## src/rtl/top_mac_pipe.sv

```systemverilog
// top_mac_pipe: pipelined unsigned x signed multiply-accumulate.
// The product runs through NUM_STAGE pipeline registers, then an accumulator
// stage and an output round/shift stage. Latency is NUM_STAGE+2 ce cycles.
// Optional macro TOP_MAC_SAT_EN: saturate the output to OUT_W and flag ovf;
// without it the output wraps and ovf is tied low.
module top_mac_pipe #(
    parameter int A_W       = 8,
    parameter int B_W       = 20,
    parameter int ACC_W     = 40,
    parameter int OUT_W     = 28,
    parameter int NUM_STAGE = 3,
    parameter int SHIFT     = 0
) (
    input  logic                    ap_clk,
    input  logic                    ap_rst,
    input  logic                    ce,
    input  logic                    in_valid,
    input  logic                    in_first,
    input  logic                    in_last,
    input  logic                    acc_en,
    input  logic [A_W-1:0]          din0,
    input  logic signed [B_W-1:0]   din1,
    output logic signed [OUT_W-1:0] dout,
    output logic                    dout_valid,
    output logic                    ovf
);

    localparam int P_W = A_W + B_W;

    // Output bounds expressed in the widened (ACC_W+1) rounding domain
    localparam logic signed [ACC_W:0] MAXV = {{(ACC_W+2-OUT_W){1'b0}}, {(OUT_W-1){1'b1}}};
    localparam logic signed [ACC_W:0] MINV = ~MAXV;

    typedef struct packed {
        logic                  first;
        logic                  last;
        logic                  acc_en;
        logic signed [P_W-1:0] prod;
    } stage_t;

    // Both operands widened to P_W so the product is exact without relying
    // on context-width rules: din0 zero-extends, din1 sign-extends.
    logic signed [P_W-1:0] a_ext, b_ext, prod;
    assign a_ext = {{B_W{1'b0}}, din0};
    assign b_ext = {{A_W{din1[B_W-1]}}, din1};
    assign prod  = a_ext * b_ext;

    stage_t               pipe [1:NUM_STAGE];
    logic [NUM_STAGE:1]   vld_pipe;

    // Valid bits of the multiplier pipeline; the only pipeline state that resets
    always_ff @(posedge ap_clk) begin
        if (ap_rst) begin
            vld_pipe <= '0;
        end else if (ce) begin
            vld_pipe[1] <= in_valid;
            for (int i = 2; i <= NUM_STAGE; i++)
                vld_pipe[i] <= vld_pipe[i-1];
        end
    end

    // Product and group flags travel alongside the valid bits
    always_ff @(posedge ap_clk) begin
        if (ce) begin
            pipe[1] <= '{first: in_first, last: in_last, acc_en: acc_en, prod: prod};
            for (int i = 2; i <= NUM_STAGE; i++)
                pipe[i] <= pipe[i-1];
        end
    end

    stage_t                  tail;
    logic signed [P_W-1:0]   tail_prod;
    logic signed [ACC_W-1:0] p_ext, sum;
    logic signed [ACC_W-1:0] acc, acc_out;
    logic                    emit;

    assign tail      = pipe[NUM_STAGE];
    assign tail_prod = tail.prod;
    assign p_ext     = ACC_W'(tail_prod);
    assign sum       = (tail.first ? '0 : acc) + p_ext;

    // Accumulator stage: pass-through products leave the open group alone;
    // a group emits on its last term and then restarts from zero.
    always_ff @(posedge ap_clk) begin
        if (ap_rst) begin
            acc     <= '0;
            acc_out <= '0;
            emit    <= 1'b0;
        end else if (ce) begin
            emit <= 1'b0;
            if (vld_pipe[NUM_STAGE]) begin
                if (!tail.acc_en) begin
                    acc_out <= p_ext;
                    emit    <= 1'b1;
                end else if (tail.last) begin
                    acc_out <= sum;
                    emit    <= 1'b1;
                    acc     <= '0;
                end else begin
                    acc     <= sum;
                end
            end
        end
    end

    // Round-half-up then arithmetic shift, one bit wider so the bias cannot overflow
    logic signed [ACC_W:0] r_full;
    generate
        if (SHIFT > 0) begin : g_shift
            localparam logic signed [ACC_W:0] RND = (ACC_W+1)'(1) <<< (SHIFT-1);
            assign r_full = ($signed({acc_out[ACC_W-1], acc_out}) + RND) >>> SHIFT;
        end else begin : g_noshift
            assign r_full = $signed({acc_out[ACC_W-1], acc_out});
        end
    endgenerate

    logic signed [OUT_W-1:0] r_out;
    logic                    r_sat;

`ifdef TOP_MAC_SAT_EN
    // Clamp to the nearest representable bound and flag it
    always_comb begin
        r_out = r_full[OUT_W-1:0];
        r_sat = 1'b0;
        if (r_full > MAXV) begin
            r_out = MAXV[OUT_W-1:0];
            r_sat = 1'b1;
        end else if (r_full < MINV) begin
            r_out = MINV[OUT_W-1:0];
            r_sat = 1'b1;
        end
    end
`else
    // Two's-complement wrap: upper bits are simply dropped
    logic unused_hi;
    assign unused_hi = ^{r_full[ACC_W:OUT_W], MAXV, MINV};
    assign r_out     = r_full[OUT_W-1:0];
    assign r_sat     = 1'b0;
`endif

    // Output register: dout only moves when a result is emitted
    always_ff @(posedge ap_clk) begin
        if (ap_rst) begin
            dout       <= '0;
            dout_valid <= 1'b0;
            ovf        <= 1'b0;
        end else if (ce) begin
            dout_valid <= emit;
            ovf        <= emit & r_sat;
            if (emit)
                dout <= r_out;
        end
    end

endmodule

```

## config.mk

```make
export PLATFORM = sky130hd
export DESIGN_NAME = top_mac_pipe
export DESIGN_NICKNAME = d
export VERILOG_FILES = /design/src/rtl/top_mac_pipe.sv
export SDC_FILE = /design/constraint.sdc
export NUM_CORES = 1
export LEC_CHECK = 0
export CAP_MARGIN = 20
export CORE_MARGIN = 5
export CORE_UTILIZATION = 56
export DETAILED_ROUTE_END_ITERATION = 16
export PLACE_DENSITY = 0.78
export SLEW_MARGIN = 20
export SYNTH_ARGS = -nofsm -noshare
export SYNTH_HDL_FRONTEND = slang
export SYNTH_SLANG_ARGS = --single-unit
```

## constraint.sdc

```tcl
create_clock -name ap_clk -period 6 [get_ports ap_clk]
set_clock_uncertainty 0.1 [all_clocks]
set_input_delay 1.5 -clock ap_clk [delete_from_list [all_inputs] [get_ports ap_clk]]
set_output_delay 1.5 -clock ap_clk [all_outputs]
set_load 0.02 [all_outputs]
```

=== Word-level counts from Yosys, hierarchy flattened ===
Memories as Yosys holds them, arrays and structs flattened.
Index checks and enable logic that the tools add are counted.

* $mul: 1
* Eq/ne operators: 1
* Reductions and logical operators: 3
* Add/sub/neg operators: 1
* Multiplexer cells: 9

{| class="wikitable"
|+ Operators by type and width
! cell !! count
|-
| $mux 40 || 2
|-
| $mux 28 || 2
|-
| $add 40x40->40 || 1
|-
| $mul 9x20->28 || 1
|-
| $reduce_and 3->1 || 2
|-
| $mux 1 || 5
|-
| $ne 2x1->1 const B || 1
|-
| $reduce_and 2->1 || 1
|}

* Output and inout port bits: 30
* Memory bits (writable): 93
* Input port bits: 35
* Register bits after elaboration: 101
* Memories kept: 1

{| class="wikitable"
|+ Memories
! name !! words !! bits a word !! rd ports !! clocked after memory_dff !! write ports !! RTL line !! source
|-
| pipe || 3 || 31 || 3 || 0 || 3 || 48 || <nowiki>stage_t pipe [1:NUM_STAGE];</nowiki>
|}

=== Longest topological paths before layout ===
Gate-level depths: netlist (run 1).
An unclocked memory read counts as a cell.

* Depth in word-level cells: 5
* Depth in mapped cells: 19

=== Worst setup path after synthesis (run 1) ===
Ideal clock, no wire load.

* Path kind: input-to-reg
* From: in din0[5]
* To: reg, netlist name pipe[0][55]
* Stages on the path: 18
* Data required time: 5.637 ns
* Setup time: 0.263 ns
* Setup slack: -0.003 ns
* Arrival: 5.639 ns
* Cells stage by stage: clkbuf_1 -> and2_1 -> fa_1 -> inv_1 -> fa_1 -> inv_1 -> fa_1 -> inv_1 -> fa_1 -> inv_1 -> ha_1 -> a21oi_1 -> o22a_1 -> a21oi_1 -> o22ai_1 -> o31ai_1 -> o31ai_1 -> xnor2_1

{| class="wikitable"
|+ RTL lines
! item !! RTL line !! source
|-
| from (decl) || 21 || <nowiki>input logic [A_W-1:0] din0,</nowiki>
|}

==> results of run 1 <==
==> final cells by class <==
type	count	share of cell area
multi-input combinational	962	0.505
tap	319	0.0252
clock buffer	17	0.0269
timing repair buffer	177	0.0959
clock inverter	15	0.0142
sequential	182	0.289
inverter	186	0.0441
==> placed cells by master, fill, tap and decap left out, types with 12 or more instances in the layout <==
cell	n
a21oi_1	92
ha_1	82
nand3_1	17
inv_1	184
fa_1	125
nor2_1	52
xnor2_1	38
clkdlybuf4s50_1	50
clkbuf_16	17
nor2b_1	31
dfxtp_1	89
mux2i_1	19
xor2_1	12
a21o_1	19
edfxtp_1	93
o21ai_0	48
nand2_1	175
nand4_1	13
buf_4	109
and2_1	93
==> state kept, by name (all words and copies together) (netlist names) <==
signal      flops
dout           28
vld_pipe        3
pipe           93
acc_out        28
acc            28
dout_valid      1
emit            1
==> logic make-up after synthesis <==
group	count (synthesis)	synth area share
buffers and inverters	245	0.0720
multiplexers	20	0.0150
AO/OA/AOI/OAI	262	0.124
flip-flops	182	0.340
adder cells (fa/ha/maj)	207	0.262
AND/OR/NAND/NOR	422	0.154
other	1	0.000279
XOR/XNOR	50	0.0326
==> critical path, delay by kind of cell <==
kind | cells | cell delay, ps
adder cells (fa/ha/maj) | 5 | 2410
buffers and inverters | 6 | 810
XOR/XNOR | 1 | 100
AND/OR/NAND/NOR | 2 | 220
AO/OA/AOI/OAI | 5 | 870
==> per-layer routing <==
metal / routed length [microns] / GRT usage / up-vias
met4: 725 / 0.0726 / 0
li1: - / - / 4858
met1: 12300 / 0.281 / 4844
met5: 0 / 0 / -
met3: 1160 / 0.0289 / 52
met2: 14500 / 0.391 / 223
==> through the flow <==
stage	cell area, sq um	setup slack [ps]	utilization	setup TNS [ps]	cells
6_report	15800	198	0.672	0	1858
3_3_place_gp	15000	-465	0.639	-4650	1821
2_1_floorplan	13400	1.54	-	0	1389
5_1_grt	15800	-28.5	0.672	-28.5	1858
4_1_cts	15700	5.05	0.667	0	1853
3_5_place_dp	15000	-535	0.639	-5370	1821
==> power by group through the flow <==
stage                     combinational (uW)  clock [uW]  sequential, uW
final                                   3220        1200            1720
after global routing                    3630        1270            1740
after CTS                               3130        1220            1720
after global placement                  2940           0            1730
after detailed placement                3070           0            1740
after floorplan                         2000           0            1710
==> final timing paths <==
check | from | endpoint | cells after the start
worst max register to register | pipe[0][123] | acc[26] | 9
worst min register to register | pipe[0][70] | pipe[0][101] | 0
worst max-delay path | din1[4] | pipe[0][51] | 19
worst min-delay path | pipe[0][70] | pipe[0][101] | 0
==> what timing repair did <==
item                                    in CTS  in global routing
gates cloned                                 0                  2
gates resized for setup                      7                 27
pin swaps                                    2                  6
setup buffers                                0                  3
endpoints found under the setup margin       4                 11
hold buffers                                 0                  0
==> impl_metrics.toml, run 1 <==
[status]
status = "finished, final reports clean"

[timing]
rsz0062_at_grt = "yes"
hold_ws_ps = 319
finalMaxSlewViolations = 0
clock.fmax_mhz = 172
hold_violations = 0
finalCritPeriodShare = 0.967
finalSetupViolCount = 0
relSlewSlack = 0.252
worst_slew_pin_slew_ps = 1120
period_needed_ps = 5800

[clock_tree]
cts.sinks = 182
cts_tree = "built"
clockRootBuffer = "clkbuf_16"
clock_latency_ps = 450
clk_pin_slew_ps = 80
h-tree-depth = 4
cts_inserted_buffers = 17
clock_path_buffers = 2

[logic_synthesis]
syn_inst = 1389
synth_nets = 1631
ys_seq_area_frac = 0.340
yosysMostFrequentCell = "inv_1"
yosysTopAreaCell = "edfxtp_1"
avgSynthCellArea_sq_um = 9.68
synthFlopType = "edfxtp_1"
synth.area.top_cells = "edfxtp_1 (21%), fa_1 (19%), dfxtp_1 (13%)"
syn_area_sq_um = 13400
synth_top_cell_area_share = 0.208
ys_seq_elements = 182
synth_commonest_cells = "inv_1 (186), nand2_1 (177), fa_1 (125), a21oi_1 (99), and2_1 (94)"
ys_types = 74
synth_edf_count = 93
ys_async_sr_fraction = 0
yosysWarnings = 0

[worst_hold_path]
hold_class = "reg -> reg"

[global_route]
track_usage = 0.221
grt_max_degree = 78
gr-total-overflow = 0
first_global_vias = 10176
grt_pass1_wl_mm = 48.2
antenna_found_initial = 0

[power]
totalPowerFinal_uw = 6130
p_leak_uw = 0.00708
powerDensity_nw_per_um2 = 387
ir_worst_vdd_v = 0.000271
p_int_uw = 3820
swShare = 0.377
pwr-share-seq = 0.280
switchingPower_uw = 2310
power_frac_comb = 0.525
p_clk_frac = 0.195

[floorplanning]
initial_core_util = 0.571
die-area_sq_um = 27200
die_w_microns = 165
pin_count = 65
die_y_microns = 165
coreArea_sq_um = 23500
placementRows = 56

[worst_setup_path]
crit_type = "in -> reg"
start_kind = "primary input"
worst-endpoint-required_ps = 6100
r2r_slack_ps = 2290
critPathArrivalTime_ps = 5900
cpPeakStageDelay_ps = 530
crit_path_end_kind = "flop"
crit_slowest_cell = "fa_1"
crit_fanout = 3
path_cells = "clkdlybuf4s50_1, and2_1, fa_1, inv_1, fa_1, inv_1, fa_1, inv_1, fa_1, inv_1, ha_1, a21oi_2, o22a_1, a21oi_2, o22ai_4, buf_4, nor2_1, a31oi_1, xnor2_1"

[route]
vias_per_cell = 5.37
drtPass1Iterations = 5
drc = 0
vias = 9977
ant_nets = 0
wire_per_inst_microns = 15.4
drt-initial-drc-count = 486
drt-total-wl_mm = 28.7

[finish]
finalNetCount = 1768
antenna_cells = 0
fill_cells = 1833
multiInputGateArea_sq_um = 7990
areaGrowthSynthToFinish_pct = 17.8
regArea_sq_um = 4570
final_layout_size_suffix_gt1_frac = 0.121

[placed_design]
gp_congestion = 0.896
io_buffers = 63
dp_hpwl_mm = 21.8

[run]
max-cap-violations = 0
Power figures use the tool's default switching activity.
==> run 2, diff against run 1 <==
- ABC_AREA: unset -> 1
- GPL_ROUTABILITY_DRIVEN: unset -> 0
==> run 2 against run 1 <==
  * Synthesized area grew 6.6%
  * Worst setup slack improved by 33 ps
  * Flip-flop and latch count stayed put
  * Register-to-register slack improved by 580 ps
  * Sequential share of layout area shrank 1.0 points
  * Critical path depth did not move
  * First-iteration DRC count rose by 3.9%
  * Global-route usage down 0.90 points
  * Largest cell class unchanged
  * Highest routed layer unchanged
==> impl_metrics.toml, run 2 <==
[worst_hold_path]
min_to = "pipe[0][117]"
whs_path_depth = 0
hold_class = "reg -> reg"
hp-start = "pipe[0][86]"

[logic_synthesis]
yosysTopAreaCell = "edfxtp_1"
ys_async_sr_fraction = 0
ys_seq_elements = 182
synth.area.top_cells = "edfxtp_1 (19%), fa_1 (17%), nand2_1 (13%)"
ys_seq_area_frac = 0.319
avgSynthCellArea_sq_um = 7.78
syn_area_sq_um = 14300
yosysMostFrequentCell = "nand2_1"
synth_commonest_cells = "nand2_1 (487), inv_1 (402), nor2_1 (171), fa_1 (125), a21oi_1 (96)"
ys_types = 41
synthFlopType = "edfxtp_1"
synth_top_cell_area_share = 0.195
syn_inst = 1840
synth_edf_count = 93
synth_nets = 2082
yosysWarnings = 0

[power]
p_int_uw = 3700
switchingPower_uw = 2210
ir_worst_vdd_v = 0.000223
p_clk_frac = 0.175
swShare = 0.374
power_frac_comb = 0.531
p_leak_uw = 0.00851
powerDensity_nw_per_um2 = 360
pwr-share-seq = 0.293

[timing]
hold_violations = 0
clock.fmax_mhz = 173
worst_slew_pin_slew_ps = 1090
period_needed_ps = 5770
finalCritPeriodShare = 0.962
finalSetupViolCount = 0
rsz0062_at_grt = "no"
finalSetupTns_ps = 0
finalMaxSlewViolations = 0
hold_ws_ps = 318
relSlewSlack = 0.272

[route]
wire_per_inst_microns = 12.9
drc = 0
drt-total-wl_mm = 29.5
drt-initial-drc-count = 505
vias_per_cell = 4.96
drtPass1Iterations = 7
ant_nets = 0
vias = 11361

[global_route]
track_usage = 0.212
met1_usage = 0.267
antenna_found_initial = 0
busiest_layer = "met2"
gr-total-overflow = 0
grt_max_degree = 87
grt.met3_usage = 0.0225
grt_pass1_wl_mm = 50.7
first_global_vias = 11352
grtUsageMet2 = 0.378

[floorplanning]
die-area_sq_um = 28900
pin_count = 65
initial_core_util = 0.569
die_w_microns = 170
coreArea_sq_um = 25200
placementRows = 58
die_y_microns = 170

[worst_setup_path]
reg2regPathDepth = 12
critPathArrivalTime_ps = 5850
worst-endpoint-required_ps = 6080
r2r_slack_ps = 2870
start_kind = "primary input"
crit_type = "in -> reg"
r2r_start = "pipe[0][123]"
r2r-end = "acc_out[12]"
crit_path_end_kind = "flop"
crit_fanout = 12

[finish]
areaGrowthSynthToFinish_pct = 14.6
fin_area_sq_um = 16400
layout_commonest_cell = "nand2_1"
largest_reg_flops = 93
final_layout_size_suffix_gt1_frac = 0.0872
final_cell_mix = "nand2_1 (485), inv_1 (402), nor2_1 (171)"
fill_cells = 2101
finalNetCount = 2189
fin_cells = 2290
antenna_cells = 0
regMostFlops = "pipe"

[clock_tree]
cts.sinks = 182
h-tree-depth = 4
cts_inserted_buffers = 17
cts_tree = "built"
clk_pin_slew_ps = 60
clockRootBuffer = "clkbuf_16"
clock_path_buffers = 2
clock_latency_ps = 420
post_cts_buffers = 0
post_cts_resized = 0
hold_buffers = 0

[placed_design]
post-place-cells = 2258
dp_hpwl_mm = 23.5
placed_cell_area_sq_um = 15800
io_buffers = 63

[run]
max-cap-violations = 0

[status]
status = "finished, final reports clean"
## run 2: area by class of cell
cell class,instances,area (sq um),share of cell area
multi-input cells,1180,7910,0.482
inverters,406,1520,0.0928
repair buffers,160,1440,0.0878
well taps,330,413,0.0252
flip-flops and latches,182,4570,0.279
clock inverters,14,128,0.00777
clock buffers,18,429,0.0261
## run 2: worst max-delay path, cell delays in order
cell and delay, ps:
clkdlybuf4s50_1 450, buf_4 180, buf_4 150, nand2_1 60, fa_1 490, inv_1 50, fa_1 500, inv_1 50
fa_1 460, fa_1 540, inv_1 40, ha_1 340, a21oi_1 150, nand2_1 90, a31oi_1 270, buf_4 180
o21ai_1 80, a21oi_1 180, xnor2_1 80
## run 2: worst max path at each step
stage | start | endpoint | slack [ps]
detailed placement | din1[10] | pipe[0][52] | -320
global route | din1[19] | pipe[0][58] | 20
finish | din0[0] | pipe[0][45] | 230
global placement | din0[0] | pipe[0][45] | -170
CTS | din1[10] | pipe[0][52] | 140
floorplan | din0[3] | pipe[0][58] | 210
## run 2: power groups by stage
stage	logic [uW]	clock network, uW	registers (uW)
after floorplan	1960	0	1730
after global placement	3000	0	1750
after detailed placement	3120	0	1760
after CTS	3150	1060	1730
after global routing	3560	1120	1750
final	3140	1040	1730
## run 2: logic make-up (layout without fill, tap and decap cells)
logic type,count (synthesis),in the layout,share of synthesized area
buffers and inverters,478,598,0.129
flip-flops,182,182,0.319
other,1,1,0.000262
AND/OR/NAND/NOR,754,754,0.213
AO/OA/AOI/OAI,176,176,0.0657
adder cells (fa/ha/maj),207,207,0.246
XOR/XNOR,42,42,0.0262
## run 2: per-stage QoR
| step | worst slack, ps | utilization | total power [uW] |
|---|---|---|---|
| after floorplan | 211 | - | 3690 |
| after global placement | -172 | 0.629 | 4740 |
| after detailed placement | -322 | 0.629 | 4880 |
| after CTS | 138 | 0.651 | 5950 |
| after global routing | 16.1 | 0.652 | 6430 |
| final | 230 | 0.652 | 5910 |
## run 2: routing by layer
metal	vias up	wire length [microns]
met5	-	0
met4	0	725
met2	294	14600
met1	5265	12900
li1	5742	-
met3	60	1300
